[config.mk]
export PLATFORM = sky130hd
export DESIGN_NAME = bsr_sequencer
export DESIGN_NICKNAME = d
export VERILOG_FILES = /design/src/rtl/cnn_pkg.sv /design/src/rtl/bsr_param_table.sv /design/src/rtl/bsr_sequencer.sv
export SDC_FILE = /design/constraint.sdc
export NUM_CORES = 1
export LEC_CHECK = 0
export BUFFER_PORTS_ARGS = -buffer_cell sky130_fd_sc_hd__buf_2
export CAP_MARGIN = 20
export CELL_PAD_IN_SITES_DETAIL_PLACEMENT = 1
export CELL_PAD_IN_SITES_GLOBAL_PLACEMENT = 2
export CORE_ASPECT_RATIO = 0.9
export CORE_MARGIN = 2
export CORE_UTILIZATION = 42
export CTS_CLUSTER_SIZE = 8
export DETAILED_ROUTE_END_ITERATION = 16
export PLACE_DENSITY = 0.83
export SKIP_LAST_GASP = 1
export SLEW_MARGIN = 20
export SYNTH_ARGS = -nofsm -noshare
export SYNTH_HDL_FRONTEND = slang
export SYNTH_SLANG_ARGS = --single-unit
[constraint.sdc]
create_clock -name clk -period 5.3 [get_ports clk]
set_input_delay 0.53 -clock clk [delete_from_list [all_inputs] [get_ports clk]]
set_output_delay 0.53 -clock clk [all_outputs]
set_load 0.02 [all_outputs]
[src/rtl/cnn_pkg.sv]
// Constants and types shared by the conv post-processing blocks.
// Widths here must agree with the requant stage.
package cnn_pkg;

    localparam int CNN_DATA_WIDTH  = 32;
    localparam int CNN_BIAS_WIDTH  = 32;
    localparam int CNN_SCALE_WIDTH = 16;

    // Unsigned Q8.8 fixed-point scale factor.
    typedef logic [CNN_SCALE_WIDTH-1:0] q8_8_t;

    typedef enum logic [1:0] {
        ST_IDLE,
        ST_RUN,
        ST_DRAIN,
        ST_DONE
    } bsr_state_t;

endpackage

[src/rtl/bsr_param_table.sv]
// Per-channel bias/scale register file: one write port, one asynchronous read port.
// Latency: write lands on the next clk edge; read is combinational.
// Backpressure: none; out-of-range addresses are dropped on write and read back as zero.
module bsr_param_table
    import cnn_pkg::*;
#(
    parameter int NUM_CH      = 16,
    parameter int CH_W        = 4,
    parameter int BIAS_WIDTH  = CNN_BIAS_WIDTH,
    parameter int SCALE_WIDTH = CNN_SCALE_WIDTH
) (
    input  logic                   clk,
    input  logic                   we,
    input  logic [CH_W-1:0]        waddr,
    input  logic [BIAS_WIDTH-1:0]  wbias,
    input  logic [SCALE_WIDTH-1:0] wscale,
    input  logic [CH_W-1:0]        raddr,
    output logic [BIAS_WIDTH-1:0]  rbias,
    output logic [SCALE_WIDTH-1:0] rscale
);

    logic [BIAS_WIDTH-1:0]  bias_mem  [NUM_CH];
    logic [SCALE_WIDTH-1:0] scale_mem [NUM_CH];

    // Table contents are deliberately not reset; software reloads them per network.
    always_ff @(posedge clk) begin
        if (we && (32'(waddr) < NUM_CH)) begin
            bias_mem[waddr]  <= wbias;
            scale_mem[waddr] <= wscale;
        end
    end

    always_comb begin
        rbias  = '0;
        rscale = '0;
        if (32'(raddr) < NUM_CH) begin
            rbias  = bias_mem[raddr];
            rscale = scale_mem[raddr];
        end
    end

endmodule

[src/rtl/bsr_sequencer.sv]
// Tags the channel-major accumulator stream with per-channel bias/scale for requant.
// Latency: 1 cycle from input transfer to brs_valid; done is 1 cycle after leaving DRAIN.
// Backpressure: single output register, no skid; acc_ready = !brs_valid || brs_ready in RUN.
// Optional stall counter port enabled by defining BSR_SEQUENCER_PERF_EN.
module bsr_sequencer
    import cnn_pkg::*;
#(
    parameter int DATA_WIDTH  = CNN_DATA_WIDTH,
    parameter int BIAS_WIDTH  = CNN_BIAS_WIDTH,
    parameter int SCALE_WIDTH = CNN_SCALE_WIDTH,
    parameter int NUM_CH      = 16,
    parameter int CH_W        = $clog2(NUM_CH),
    parameter int PIX_W       = 16
) (
    input  logic                   clk,
    input  logic                   rst_n,
    input  logic                   cfg_we,
    input  logic [CH_W-1:0]        cfg_addr,
    input  logic [BIAS_WIDTH-1:0]  cfg_bias,
    input  logic [SCALE_WIDTH-1:0] cfg_scale,
    input  logic                   start,
    input  logic [CH_W:0]          num_ch,
    input  logic [PIX_W-1:0]       pix_per_ch,
    input  logic                   acc_valid,
    output logic                   acc_ready,
    input  logic [DATA_WIDTH-1:0]  acc_data,
    output logic                   brs_valid,
    input  logic                   brs_ready,
    output logic [DATA_WIDTH-1:0]  brs_data,
    output logic [BIAS_WIDTH-1:0]  brs_bias,
    output logic [SCALE_WIDTH-1:0] brs_scale,
    output logic [CH_W-1:0]        ch_idx,
    output logic                   busy,
    output logic                   done
`ifdef BSR_SEQUENCER_PERF_EN
    ,
    output logic [31:0]            stall_cnt
`endif
);

    bsr_state_t             state, state_nxt;
    logic [CH_W:0]          num_ch_q;
    logic [PIX_W-1:0]       pix_q;
    logic [PIX_W-1:0]       pix_cnt;
    logic                   in_xfer, out_xfer;
    logic                   pix_last, last_word, cfg_bad, start_ok;
    logic [BIAS_WIDTH-1:0]  tbl_bias;
    logic [SCALE_WIDTH-1:0] tbl_scale;

    assign in_xfer   = acc_valid && acc_ready;
    assign out_xfer  = brs_valid && brs_ready;
    assign start_ok  = start && (state == ST_IDLE);
    assign pix_last  = (pix_cnt == pix_q - PIX_W'(1));
    assign last_word = pix_last && ({1'b0, ch_idx} == num_ch_q - (CH_W+1)'(1));
    assign cfg_bad   = (num_ch == '0) || (32'(num_ch) > NUM_CH) || (pix_per_ch == '0);

    bsr_param_table #(
        .NUM_CH      (NUM_CH),
        .CH_W        (CH_W),
        .BIAS_WIDTH  (BIAS_WIDTH),
        .SCALE_WIDTH (SCALE_WIDTH)
    ) u_table (
        .clk    (clk),
        .we     (cfg_we && (state == ST_IDLE)),
        .waddr  (cfg_addr),
        .wbias  (cfg_bias),
        .wscale (cfg_scale),
        .raddr  (ch_idx),
        .rbias  (tbl_bias),
        .rscale (tbl_scale)
    );

    always_ff @(posedge clk or negedge rst_n) begin
        if (!rst_n) state <= ST_IDLE;
        else        state <= state_nxt;
    end

    always_comb begin
        state_nxt = state;
        acc_ready = 1'b0;
        busy      = 1'b0;
        case (state)
            ST_IDLE: begin
                if (start) state_nxt = cfg_bad ? ST_DONE : ST_RUN;
            end
            ST_RUN: begin
                busy      = 1'b1;
                acc_ready = !brs_valid || brs_ready;
                if (in_xfer && last_word) state_nxt = ST_DRAIN;
            end
            ST_DRAIN: begin
                busy = 1'b1;
                if (!brs_valid || out_xfer) state_nxt = ST_DONE;
            end
            ST_DONE: state_nxt = ST_IDLE;
            default: state_nxt = ST_IDLE;
        endcase
    end

    always_ff @(posedge clk or negedge rst_n) begin
        if (!rst_n) begin
            num_ch_q <= '0;
            pix_q    <= '0;
            pix_cnt  <= '0;
            ch_idx   <= '0;
            done     <= 1'b0;
        end else begin
            done <= (state == ST_DONE);
            if (start_ok) begin
                num_ch_q <= num_ch;
                pix_q    <= pix_per_ch;
                pix_cnt  <= '0;
                ch_idx   <= '0;
            end else if (in_xfer) begin
                if (pix_last) begin
                    pix_cnt <= '0;
                    ch_idx  <= ch_idx + CH_W'(1);
                end else begin
                    pix_cnt <= pix_cnt + PIX_W'(1);
                end
            end
        end
    end

    // A new word may replace the current one in the same cycle it leaves.
    always_ff @(posedge clk or negedge rst_n) begin
        if (!rst_n) begin
            brs_valid <= 1'b0;
            brs_data  <= '0;
            brs_bias  <= '0;
            brs_scale <= '0;
        end else if (in_xfer) begin
            brs_valid <= 1'b1;
            brs_data  <= acc_data;
            brs_bias  <= tbl_bias;
            brs_scale <= tbl_scale;
        end else if (out_xfer) begin
            brs_valid <= 1'b0;
        end
    end

`ifdef BSR_SEQUENCER_PERF_EN
    always_ff @(posedge clk or negedge rst_n) begin
        if (!rst_n) begin
            stall_cnt <= '0;
        end else if (start_ok) begin
            stall_cnt <= '0;
        end else if (busy && brs_valid && !brs_ready && (stall_cnt != '1)) begin
            stall_cnt <= stall_cnt + 32'd1;
        end
    end
`endif

endmodule

==> results of run 1 <==
==> state kept, by name (all words and copies together), names as in the netlist <==
register / count
u_table.bias_mem: 512
u_table.scale_mem: 256
brs_bias: 32
brs_data: 32
brs_scale: 16
pix_cnt: 16
pix_q: 16
num_ch_q: 5
ch_idx: 4
state: 2
brs_valid: 1
done: 1
==> worst max-delay path, delay by kind of cell (launching register included) <==
| kind | cells | cell delay (ns) |
|---|---|---|
| simple gates | 5 | 1.71 |
| compound gates | 2 | 1.05 |
| flops | 1 | 0.45 |
==> area by class of cell <==
cell class,instances,area [sq um],area share
antenna,3,7.51,0.000182
timing repair buffer,257,1560,0.0380
multi-input combinational,895,8190,0.199
sequential,893,26200,0.636
clock inverter,11,153,0.00371
clock buffer,218,3670,0.0891
tap,1071,1340,0.0325
inverter,15,56.3,0.00137
==> where the power goes <==
part,internal (mW),switching [mW]
logic,0.654,1.41
registers,8.12,0.361
clock network,4.70,3.00
total,13.5,4.76
==> synth_stat cells, drive strengths merged (2+ instances only) <==
cell type / n
buf: 39
dfrtp: 125
nand4: 7
nand2b: 5
inv: 15
mux4: 159
nand4b: 3
or4: 3
and3: 2
or3: 4
nand3b: 2
o31ai: 4
xnor2: 25
nor3: 9
nand3: 18
nand2: 311
clkbuf: 59
nor2: 42
edfxtp: 768
o221ai: 81
xor2: 15
and2: 3
o211ai: 2
nor4: 12
nor2b: 2
a21oi: 7
ha: 9
o21ai: 39
a21o: 3
mux2i: 111
==> routing by layer <==
metal | part of all wire | track usage | up-vias
li1 | - | - | 8126
met1 | 0.41 | 0.279 | 10300
met2 | 0.52 | 0.370 | 679
met3 | 0.055 | 0.0401 | 128
met4 | 0.019 | 0.0698 | 4
met5 | 0.00029 | 0 | -
==> final timing paths <==
| path | startpoint | endpoint | slack [ns] | cells past startpoint |
|---|---|---|---|---|
| max | pix_q[2]$_DFFE_PN0P_ | pix_cnt[2]$_DFFE_PN0P_ | 1.94 | 7 |
| min | acc_data[0] | brs_data[0]$_DFFE_PN0P_ | 0.03 | 3 |
| max reg2reg | pix_q[2]$_DFFE_PN0P_ | pix_cnt[2]$_DFFE_PN0P_ | 1.94 | 7 |
| min reg2reg | brs_data[27]$_DFFE_PN0P_ | brs_data[27]$_DFFE_PN0P_ | 0.48 | 2 |
| max in group asynchronous | rst_n | brs_bias[25]$_DFFE_PN0P_ | 3.42 | 3 |
| min in group asynchronous | rst_n | brs_bias[8]$_DFFE_PN0P_ | 0.46 | 2 |
==> kinds of logic (layout without fill, tap and decap cells) <==
kind of cell | after synthesis | in the layout
flops | 893 | 893
simple gates | 430 | 430
mux | 270 | 270
compound gates | 146 | 146
buf+inv | 113 | 501
xor+xnor | 40 | 40
fa+ha+maj | 9 | 9
other cells | 0 | 3
==> per-stage QoR <==
step                hold WS, ns  instances
detailed placement        0.464       3110
global route             0.0175       3362
global placement          0.454       3109
CTS                    0.000301       3360
finish                   0.0313       3363
floorplan                 0.234       1901
==> results.sh, run 1 <==
export IMPL_synth_yosys_seq_area_share=0.755
export IMPL_leakage_nw=13.9
export IMPL_grt_max_degree=127
export IMPL_irDropWorstVdd_v=0.000277
export IMPL_period_needed_ns=3.36
export IMPL_ys_types=52
export IMPL_cp_start_kind="register"
export IMPL_cpMaxStageDelayCell="o21ai_1"
export IMPL_rsz0062_at_grt="no"
export IMPL_finalCritPeriodShare=0.634
export IMPL_io_buffers=198
export IMPL_grt_pass1_vias=21100
export IMPL_drt_wl_total_um=91200
export IMPL_core_area_sq_um=82300
export IMPL_required_ns=5.85
export IMPL_path_cells="nor4_4 > nand3_1 > a22oi_1 > nand4_1 > or4_1 > o21ai_1 > nor2_1"
export IMPL_post_cts_setup_buffer_count=0
export IMPL_criticalPathCategory="reg -> reg"
export IMPL_p_per_area_nw_per_um2=443
export IMPL_synth_top_area_share=0.664
export IMPL_clockBufferDepth=3
export IMPL_total_power_mw=18.2
export IMPL_cts_resized_gates=0
export IMPL_ant_nets=0
export IMPL_dpl_hpwl_um=51200
export IMPL_synth_xor_area_frac=0.0101
export IMPL_cap_violations=0
export IMPL_cp_end_kind="register"
export IMPL_final_common_cell="edfxtp_1"
export IMPL_wl_per_cell_um=27.1
export IMPL_cts_buffers=130
export IMPL_worstSkewPairLatency_ns=0.71
export IMPL_gp_congestion=0.792
export IMPL_cts_tree="built"
export IMPL_status="completed"
export IMPL_min_path_type="in -> reg"
export IMPL_num_vias=19200
export IMPL_synth_mux_area_frac=0.135
export IMPL_cts_sinks=893
export IMPL_worst_slack_ns=1.94
export IMPL_clock_root_buffer="clkbuf_16"
export IMPL_synth_compound_area_share=0.0314
export IMPL_start_util=0.422
export IMPL_gr_usage_all_layers=0.216
export IMPL_die_y_um=277
export IMPL_critPathArrivalTime_ns=3.91
export IMPL_synth_seq_cells=893
export IMPL_die_x_um=307
export IMPL_synth_fp_nets=2021
export IMPL_synth_top_family_by_area="multiplexers"
export IMPL_final_cell_mix="edfxtp_1, nand2_1, buf_2"
export IMPL_synthToLayoutAreaGrowth_pct=18.6
export IMPL_max_freq_ghz=0.298
export IMPL_synth_area_per_cell_sq_um=18.3
export IMPL_overflow=0
export IMPL_first_iter_violations=1665
export IMPL_via_per_inst=5.71
export IMPL_place_ws_ns=1.94
export IMPL_yosys_top_cells_area="edfxtp_1, mux4_2, dfrtp_1, nand2_1, mux2i_1"
export IMPL_drive_gt1_frac=0.248
export IMPL_cp_max_fo=14
export IMPL_tightest_slew_ns=1.09
export IMPL_synth_edf_count=768
export IMPL_pin_count=199
export IMPL_placed_area_sq_um=37100
export IMPL_hold_viol=0
export IMPL_grt_antenna_before_repair=9
export IMPL_cts_hold_buf=21
export IMPL_syn_area_sq_um=34700
export IMPL_design_area_sq_um=41200
export IMPL_slowest_delay_ns=0.82
export IMPL_ys_warnings_count=0
export IMPL_synthArstFlopShare=0.140
export IMPL_drc=0
export IMPL_syn_inst=1901
export IMPL_finalClockSkew_ns=0.0228
export IMPL_ys_flop_type="edfxtp_1"
export IMPL_clkTransAtPathRegs_ns=0.06
export IMPL_dieArea_sq_um=85000
export IMPL_grt_pass1_wl_um=136000
export IMPL_n_fill_cell=7680
export IMPL_dr_pass1_iters=5
export IMPL_post_route_util=0.500
export IMPL_final_max_slew_viol_count=0
export IMPL_yosysTopAreaCell="edfxtp_1"
export IMPL_synthSimpleGateAreaFrac=0.0525
export IMPL_maxSlewHeadroom=0.274
export IMPL_synthAdderAreaFrac=0.00324
export IMPL_fin_nets=2312
export IMPL_rows=100
export IMPL_timing_setup_tns_ns=0
export IMPL_h_tree_depth=4
export IMPL_setup_viol=0
No activity file was read; power rests on OpenSTA's default activity.
==> inputs of run 2 (changes only) <==
- ABC_AREA: not set -> 1
- PLACE_DENSITY: 0.83 -> 0.86
- clock period: 5.3 -> 3.3 ns (I/O delays scaled with it)
==> run 2 against run 1 <==
  * Power up 97%
  * Critical endpoint is now ch_idx[3]
  * Worst hold slack worse by 0.0043 ns
  * Clock skew up 0.0063 ns
  * Clock-buffer cell count up 2
  * Sequential power up 64%
  * Utilization up 0.56 points
  * Global-route usage up 3.4 points
==> results.sh, run 2 <==
export IMPL_dpl_hpwl_um=59000
export IMPL_ys_flop_type="edfxtp_1"
export IMPL_design_area_sq_um=42600
export IMPL_clkTransAtPathRegs_ns=0.05
export IMPL_worstSkewPairLatency_ns=0.70
export IMPL_core_area_sq_um=84300
export IMPL_cpMaxStageDelayCell="dfrtp_2"
export IMPL_yosysTopAreaCell="edfxtp_1"
export IMPL_largest_reg_flops=512
export IMPL_dr_pass1_iters=5
export IMPL_cap_violations=0
export IMPL_finalClockSkew_ns=0.0291
export IMPL_finalCritPeriodShare=0.870
export IMPL_io_buffers=198
export IMPL_m1WireLength_um=45100
export IMPL_ys_types=43
export IMPL_cts_tree="built"
export IMPL_syn_area_sq_um=35700
export IMPL_path_cells="buf_4 > buf_2"
export IMPL_slowest_delay_ns=0.93
export IMPL_final_max_slew_viol_count=0
export IMPL_cp_max_fo=29
export IMPL_synth_most_common_cell="edfxtp_1"
export IMPL_maxSlewHeadroom=0.312
export IMPL_die_y_um=280
export IMPL_final_cells=4406
export IMPL_pin_count=199
export IMPL_via_per_inst=5.76
export IMPL_num_vias=25400
export IMPL_max_freq_ghz=0.348
export IMPL_final_common_cell="edfxtp_1"
export IMPL_die_x_um=311
export IMPL_dr_wl_met2_um=54700
export IMPL_ys_top_cells_by_count="edfxtp_1, nor2_1, o21ai_0"
export IMPL_status="completed"
export IMPL_dieArea_sq_um=87200
export IMPL_hold_viol=0
export IMPL_dpl_cell_count=4097
export IMPL_final_cell_mix="edfxtp_1, nor2_1, o21ai_0"
export IMPL_routed_wl_met3_um=7440
export IMPL_wl_per_cell_um=25.1
export IMPL_placed_area_sq_um=38300
export IMPL_grt_max_degree=204
export IMPL_ant_nets=0
export IMPL_clock_root_buffer="clkbuf_16"
export IMPL_rows=101
export IMPL_post_cts_setup_buffer_count=0
export IMPL_timing_setup_tns_ns=0
export IMPL_cts_buffers=121
export IMPL_tightest_slew_ns=1.03
export IMPL_gp_congestion=0.846
export IMPL_synthToLayoutAreaGrowth_pct=19.6
export IMPL_cp_start_kind="register"
export IMPL_synth_top_area_share=0.647
export IMPL_reg_largest_list="u_table.bias_mem x512, u_table.scale_mem x256"
export IMPL_worst_path_buf_inv=2
export IMPL_clockBufferDepth=3
export IMPL_cts_resized_gates=0
export IMPL_dr_max_layer_used="met5"
export IMPL_synth_area_per_cell_sq_um=12.4
export IMPL_cts_hold_buf=78
export IMPL_cts_sinks=893
export IMPL_gr_usage_all_layers=0.250
export IMPL_syn_inst=2884
export IMPL_grt_pass1_wl_um=167000
export IMPL_min_path_type="in -> reg"
export IMPL_overflow=0
export IMPL_cpLargestDelayFamily="flip-flops"
export IMPL_holdWs_ns=0.0270
export IMPL_critPathArrivalTime_ns=2.54
export IMPL_first_iter_violations=2291
export IMPL_rsz0062_at_grt="no"
export IMPL_start_util=0.423
export IMPL_setup_viol=0
export IMPL_synth_edf_count=768
export IMPL_grt_antenna_before_repair=10
export IMPL_yosys_top_cells_area="edfxtp_1, dfrtp_1, o21ai_0, nor2_1, nand2_1"
export IMPL_synth_fp_nets=3004
export IMPL_period_needed_ns=2.87
export IMPL_cp_end_kind="output pin"
export IMPL_ys_warnings_count=0
export IMPL_p_per_area_nw_per_um2=843
export IMPL_synth_seq_cells=893
export IMPL_drive_gt1_frac=0.139
export IMPL_fin_nets=3285
export IMPL_grt_pass1_vias=27100
export IMPL_required_ns=2.97
export IMPL_largest_register="u_table.bias_mem"
export IMPL_drc=0
export IMPL_irDropWorstVdd_v=0.000486
export IMPL_drt_wl_total_um=111000
export IMPL_leakage_nw=15.3
export IMPL_criticalPathCategory="reg -> out"
export IMPL_h_tree_depth=3
export IMPL_synthArstFlopShare=0.140
export IMPL_synth_yosys_seq_area_share=0.735
run 2: cell types whose count changed in the layout (fill, tap and decap cells not counted), sizes merged, moves of 13 or more:
cell and delta:
nand3 +49, mux4 -159, a31oi +13, nand2 +56, nor2 +468, o221ai -17, dlygate4sd3 +57, o22ai +159
o21ai +436, mux2i -111, xnor2 -20, a2bb2oi +13, inv +42, buf +30
run 2: worst paths after layout:
check	start	slack [ns]	to	depth (start not counted)
setup reg to reg	ch_idx[1]$_DFFE_PN0P_	0.72	brs_scale[7]$_DFFE_PN0P_	7
hold reg to reg	brs_data[28]$_DFFE_PN0P_	0.47	brs_data[28]$_DFFE_PN0P_	2
hold / removal	cfg_bias[23]	0.03	u_table.bias_mem[5][23]$_DFFE_PP_	1
setup / recovery	ch_idx[3]$_DFFE_PN0P_	0.43	ch_idx[3]	2
max in group asynchronous	rst_n	2.09	brs_scale[10]$_DFFE_PN0P_	3
min in group asynchronous	rst_n	0.19	pix_q[10]$_DFFE_PN0P_	2
run 2: logic make-up after synthesis:
family | count (synthesis) | share of synthesized area
and+or+nand+nor | 979 | 0.110
DFF | 893 | 0.735
AOI/OAI and AO/OA | 735 | 0.120
buffers and inverters | 247 | 0.0272
xor gates and xnor gates | 21 | 0.00516
adders and majority gates | 9 | 0.00316
run 2: per-layer routing:
layer / vias to the layer above / global-route usage
met2: 1056 / 0.426
met4: 4 / 0.0881
li1: 11100 / -
met3: 242 / 0.0350
met5: - / 0
met1: 13000 / 0.330
run 2: area by class of cell:
type | instances | area, sq um
fill | 8626 | 41700
sequential | 893 | 26200
multi-input combinational | 1744 | 8620
clock buffer | 220 | 3430
timing repair buffer | 344 | 2580
tap | 1133 | 1420
inverter | 61 | 241
clock inverter | 6 | 128
antenna | 5 | 12.5
run 2: where the power goes:
group,internal (mW),switching (mW),total (mW),leakage (nW)
Clock,6.94,4.79,11.7,1.68
Sequential,13.2,0.768,13.9,8.47
Combinational,3.11,7.16,10.3,5.12
Total,23.2,12.7,35.9,15.3
run 2: through the flow:
stage / total power [mW] / worst slack (ns) / utilization
2_1_floorplan: 20.5 / -0.112 / -
3_3_place_gp: 23.7 / 0.916 / 0.454
3_5_place_dp: 24.2 / 0.798 / 0.454
4_1_cts: 36.1 / 0.434 / 0.506
5_1_grt: 37.7 / 0.394 / 0.506
6_report: 35.9 / 0.430 / 0.506
